--- src/rtl/bcd_scan_display.sv ---
// Time-multiplexed 7-segment driver for a latched vector of BCD digits.
// Optional leading-zero suppression is enabled by defining LEADING_ZERO_BLANK_EN.
module bcd_scan_display #(
  parameter int unsigned NUM_DIGITS = 4,
  parameter int unsigned SCAN_DIV   = 1000
) (
  input  logic                    clk,
  input  logic                    reset,
  input  logic [4*NUM_DIGITS-1:0] bcd_in,
  input  logic                    latch,
  input  logic                    blank,
  output logic [6:0]              seg,
  output logic [NUM_DIGITS-1:0]   an
);

  localparam int unsigned BCD_W = 4 * NUM_DIGITS;
  localparam int unsigned DIV_W = (SCAN_DIV > 1) ? $clog2(SCAN_DIV) : 1;
  localparam int unsigned IDX_W = (NUM_DIGITS > 1) ? $clog2(NUM_DIGITS) : 1;
  localparam logic [DIV_W-1:0] DIV_LAST = DIV_W'(SCAN_DIV - 1);
  localparam logic [IDX_W-1:0] IDX_LAST = IDX_W'(NUM_DIGITS - 1);

  logic [BCD_W-1:0]      shadow_q, shadow_d;
  logic [DIV_W-1:0]      div_cnt_q, div_cnt_d;
  logic [IDX_W-1:0]      idx_q, idx_d;
  logic [6:0]            seg_q, seg_d;
  logic [NUM_DIGITS-1:0] an_q, an_d;
  logic [3:0]            cur_digit;
  logic                  lz_blank;

  // Codes above 9 come from a misloaded counter and are shown as a dash.
  function automatic logic [6:0] decode(input logic [3:0] d);
    case (d)
      4'd0:    decode = 7'h3F;
      4'd1:    decode = 7'h06;
      4'd2:    decode = 7'h5B;
      4'd3:    decode = 7'h4F;
      4'd4:    decode = 7'h66;
      4'd5:    decode = 7'h6D;
      4'd6:    decode = 7'h7D;
      4'd7:    decode = 7'h07;
      4'd8:    decode = 7'h7F;
      4'd9:    decode = 7'h6F;
      default: decode = 7'h40;
    endcase
  endfunction

  // Prescaler and digit index rotation.
  always_comb begin
    div_cnt_d = div_cnt_q + DIV_W'(1);
    idx_d     = idx_q;
    if (div_cnt_q == DIV_LAST) begin
      div_cnt_d = '0;
      idx_d     = (idx_q == IDX_LAST) ? '0 : idx_q + IDX_W'(1);
    end
  end

  always_comb begin
    shadow_d = latch ? bcd_in : shadow_q;
  end

  // Select the currently scanned digit from the shadow register.
  always_comb begin
    cur_digit = 4'h0;
    for (int i = 0; i < int'(NUM_DIGITS); i++) begin
      if (idx_q == IDX_W'(i)) cur_digit = shadow_q[4*i +: 4];
    end
  end

`ifdef LEADING_ZERO_BLANK_EN
  // Digit i blanks when it and every higher digit are zero; digit 0 always shows.
  logic hi_zero;
  always_comb begin
    lz_blank = 1'b0;
    hi_zero  = 1'b1;
    for (int i = int'(NUM_DIGITS) - 1; i >= 1; i--) begin
      hi_zero = hi_zero & (shadow_q[4*i +: 4] == 4'h0);
      if (idx_q == IDX_W'(i)) lz_blank = hi_zero;
    end
  end
`else
  always_comb begin
    lz_blank = 1'b0;
  end
`endif

  // Output stage driven from pre-edge idx and shadow.
  always_comb begin
    seg_d = 7'h00;
    an_d  = '0;
    if (!blank) begin
      for (int i = 0; i < int'(NUM_DIGITS); i++) begin
        an_d[i] = (idx_q == IDX_W'(i));
      end
      seg_d = lz_blank ? 7'h00 : decode(cur_digit);
    end
  end

  always_ff @(posedge clk) begin
    if (!reset) begin
      shadow_q  <= '0;
      div_cnt_q <= '0;
      idx_q     <= '0;
      seg_q     <= 7'h00;
      an_q      <= '0;
    end else begin
      shadow_q  <= shadow_d;
      div_cnt_q <= div_cnt_d;
      idx_q     <= idx_d;
      seg_q     <= seg_d;
      an_q      <= an_d;
    end
  end

  assign seg = seg_q;
  assign an  = an_q;

endmodule

--- config.mk ---
export PLATFORM = sky130hd
export DESIGN_NAME = bcd_scan_display
export DESIGN_NICKNAME = d
export VERILOG_FILES = /design/src/rtl/bcd_scan_display.sv
export SDC_FILE = /design/constraint.sdc
export NUM_CORES = 1
export LEC_CHECK = 0
export CAP_MARGIN = 0
export CORE_MARGIN = 10
export CORE_UTILIZATION = 40
export DETAILED_ROUTE_END_ITERATION = 7
export PLACE_DENSITY = 0.66
export SLEW_MARGIN = 0
export SYNTH_ARGS = -nofsm -noshare
export SYNTH_HDL_FRONTEND = slang
export SYNTH_SLANG_ARGS = --single-unit
--- constraint.sdc ---
create_clock -name clk -period 2.05 [get_ports clk]
set_input_delay 0.3075 -clock clk [delete_from_list [all_inputs] [get_ports clk]]
set_output_delay 0.3075 -clock clk [all_outputs]
set_load 0.01 [all_outputs]
==> summary.md <==
| Metric | Value |
|---|---|
| Post-synthesis to final-layout area growth | `30.7%` |
| Synthesized area per cell | `10.1 µm²` |
| Post-CTS setup repair buffer count | `0` |
| Sequential share of power | `49.1%` |
| Initial antenna violation count | `0` |
| Final cell count without fillers | `268` |
| F_max | `0.513 GHz` |
| Drt initial violations | `67` |
| Net count after synthesis | `209` |
| Flop2flop setup slack | `100 ps` |
| Largest family of logic cells by synthesized area | `simple AND/OR/NAND/NOR gates` |
| Worst hold path cell count | `1` |
| Count of buffers from port buffering | `30` |
| Vias in the first global route | `1,448` |
| Top cells by area in the synthesized netlist | `sky130_fd_sc_hd__dfxtp_1 44%, sky130_fd_sc_hd__mux2i_1 12%, sky130_fd_sc_hd__ha_1 8.4%` |
| Critical path buffer and inverter count | `1` |
| Outcome | `finished, final reports clean` |
| Int Pwr | `1.29 mW` |
| Endpoint of the worst hold path | `div_cnt_q[0]` |
| Netlist Area Pre-Place | `1790 µm²` |
| Final routed wire length divided by cell count | `14.2 µm` |
| CP delay by family, top | `compound AO/OA/AOI/OAI gates` |
| Critical path class | `flip-flop to flip-flop` |
| Delay of the slowest cell on the worst path | `550 ps` |
| Routed wire length | `3800 µm` |
| R2R Path End | `seg[0]` |
| CTS Buf Count | `5` |
| Post-synthesis cell count | `177` |
| Pin count of the biggest net entering global routing | `22` |
| Clock transition at path regs | `80 ps` |
| Most numerous cell in the Yosys netlist | `sky130_fd_sc_hd__dfxtp_1` |
| Overall die height | `86.9 µm` |
| Type of the tightest min-delay check | `flip-flop to flip-flop` |
| Clock tree from TritonCTS | `built` |
| Initial standard-cell utilization of the core | `41.1%` |
| Headroom to the max-slew limit | `61.1%` |
| Die W | `86.9 µm` |
| Number of endpoints with negative hold slack in the final report | `0` |
| Unrepaired setup endpoints after global routing | `yes` |
| Post-route core utilization | `53.8%` |
| Main flop type after synthesis | `sky130_fd_sc_hd__dfxtp_1` |
| Power density over the cells | `704 nW/µm²` |
| Net switching power | `0.356 mW` |
| DIE AREA | `7560 µm²` |
| Area share of the largest cell type after synthesis | `43.6%` |
| Slew @ Worst Pin | `582 ps` |
| Total number of yosys warnings | `0` |
| Global placer's final weighted congestion | `0.837` |
| DRC violation count after routing | `0` |
| Setup total negative slack | `0 ps` |
| Setup violation total in the final timing report | `0` |
| Bufs on Longest Clock Path | `2` |
| Required time worst endpoint | `2210 ps` |
| Top-level I/O count | `31` |
| Sink Count | `39` |
| Clk pwr share | `39.5%` |
| Switching share of power | `21.6%` |
| Final cycle utilization of the critical path | `95.1%` |
| Share of the synthesized netlist area taken by xor and xnor gates | `3.91%` |
| Number of detailed-routing iterations run before antenna repair | `4` |
| Number of pins with negative max-slew slack in the final report | `0` |
| Minimum clock period after layout | `1950 ps` |
| Depth of the worst register-to-register path | `6` |
| First-pass GRT wire length | `6600 µm` |
| Beginning of the worst hold path | `div_cnt_q[0]` |
| DP HPWL | `2990 µm` |
| Highest ir drop seen on vdd | `0.000388 V` |
| Post-synthesis sequential element count | `39` |
| Slowest cell on the critical path | `sky130_fd_sc_hd__a211oi_2` |
| Number of enable flip-flop cells after synthesis | `0` |
| Worst-case clock skew | `5.10 ps` |
| Static power due to leakage | `0.947 nW` |
| Synthesized-area fraction occupied by and/or/nand/nor cells | `21.2%` |
| Nature of the critical path startpoint | `flip-flop` |
| Count of placed standard cells including taps | `260` |
| Async set-or-reset flop fraction in the synthesized netlist | `0%` |
| Max FO, Critical Path | `9` |
| Number of placement rows | `24` |
| Via count of the routed design | `1,358` |
| Crit end category | `flip-flop` |
| Floorplan core area | `4350 µm²` |
| Antenna diodes | `0` |
| Synth top cells by count | `39 x sky130_fd_sc_hd__dfxtp_1, 21 x sky130_fd_sc_hd__mux2i_1, 20 x sky130_fd_sc_hd__nor2b_1` |
| Top cell type by total area after synthesis | `sky130_fd_sc_hd__dfxtp_1` |
| Clock Latency Late Sink | `280 ps` |
| Global router's overall resource usage | `10.6%` |
| Arrival time of data at the critical path endpoint | `2110 ps` |
| Arithmetic-cell share of the synthesized area counting full adders, half adders and majority gates | `8.38%` |
| Number of distinct library cells after synthesis | `34` |
| # Max-Cap Violations | `0` |
| Compound-cell area share of the yosys netlist | `8.03%` |
| Via-to-Cell Ratio | `5.07` |
| Number of nets in the final layout | `247` |
| Ordered cell list for the critical path | `inv_1 -> ha_2 -> nand3b_1 -> a211oi_2 -> mux2i_1 -> o32ai_1` |
| H-tree depth | `2` |
| Reg2reg start | `idx_q[1]` |
| Fraction of layout instances using a drive strength above 1 | `12.5%` |
| Multiplexer share of the synthesized area | `11.7%` |
| Antenna-violating nets left | `0` |
| Comb power frac | `11.4%` |
| GR Overflow Total | `0` |
| CTS root buf | `sky130_fd_sc_hd__clkbuf_8` |
| Fraction of the yosys area taken by sequential cells | `43.6%` |
[stage by stage]
step	power [mW]	setup WS, ps	area, µm²	hold slack (ps)
6_report	1.65	101	2340	476
4_1_cts	1.67	5.97	2290	476
2_1_floorplan	0.922	121	1790	418
5_1_grt	1.73	-9.02	2340	497
3_3_place_gp	1.01	144	2170	433
3_5_place_dp	1.02	9.74	2170	462
[power by group through the flow]
stage | clock network (mW) | registers (mW) | logic, mW
finish | 0.652 | 0.810 | 0.187
global route | 0.703 | 0.814 | 0.208
CTS | 0.665 | 0.811 | 0.190
detailed placement | 0 | 0.828 | 0.188
global placement | 0 | 0.827 | 0.183
floorplan | 0 | 0.828 | 0.0948
[placed cells by master (no fill, tap or decap), types with 4 or more instances in the layout]
master,instances
sky130_fd_sc_hd__dfxtp_1,37
sky130_fd_sc_hd__inv_1,8
sky130_fd_sc_hd__nand3b_1,4
sky130_fd_sc_hd__clkbuf_8,6
sky130_fd_sc_hd__a211oi_2,4
sky130_fd_sc_hd__mux2i_1,21
sky130_fd_sc_hd__ha_1,8
sky130_fd_sc_hd__nor3b_1,4
sky130_fd_sc_hd__and2_1,7
sky130_fd_sc_hd__buf_4,6
sky130_fd_sc_hd__xnor2_1,5
sky130_fd_sc_hd__clkdlybuf4s50_1,30
sky130_fd_sc_hd__nor2b_1,20
sky130_fd_sc_hd__nor2_1,8
sky130_fd_sc_hd__nand2_1,9
[layout make-up]
| class | instances | area (µm²) |
|---|---|---|
| clock buffer | 6 | 82.6 |
| clock inverter | 2 | 35.0 |
| fill | 379 | 2010 |
| inverter | 8 | 30.0 |
| multi-input combinational | 125 | 998 |
| sequential | 39 | 786 |
| tap | 52 | 65.1 |
| timing repair buffer | 36 | 345 |
[metal layers]
metal	GRT usage, %	share of wire, %	vias up	wire (µm)
met3	3.65	6.7	2	255
met1	11.5	41	645	1570
met2	18.8	51	24	1950
met4	3.24	0.71	0	27
li1	-	-	687	-
met5	0	0	-	0
[sequential cells by signal, indices dropped and copies added, names as in the netlist]
signal	count
div_cnt_q	10
shadow_q	16
seg	7
idx_q	2
an	4
[timing repair]
| action | 4_1_cts | 5_1_grt |
|---|---|---|
| hold buffers | 0 | 0 |
| endpoints found under the setup margin | 1 | 7 |
| pin swaps | 1 | 0 |
| resized for setup | 0 | 12 |
[how the worst max path moves through the flow]
| stage | start | slack, ps | end | depth (start not counted) |
|---|---|---|---|---|
| final | idx_q[1] | 100 | seg[0] | 6 |
| after global routing | idx_q[1] | -9 | seg[1] | 9 |
| after CTS | idx_q[0] | 6 | seg[5] | 6 |
| after detailed placement | idx_q[0] | 10 | seg[0] | 5 |
| after global placement | idx_q[0] | 140 | seg[4] | 7 |
| after floorplan | idx_q[0] | 120 | seg[3] | 8 |
[kinds of logic after synthesis]
group	Yosys count
XOR/XNOR	8
adder cells (fa/ha/maj)	12
buffers and inverters	13
multiplexers	21
AND/OR/NAND/NOR	66
AO/OA/AOI/OAI	18
flip-flops	39
Power figures use the tool's default switching activity.
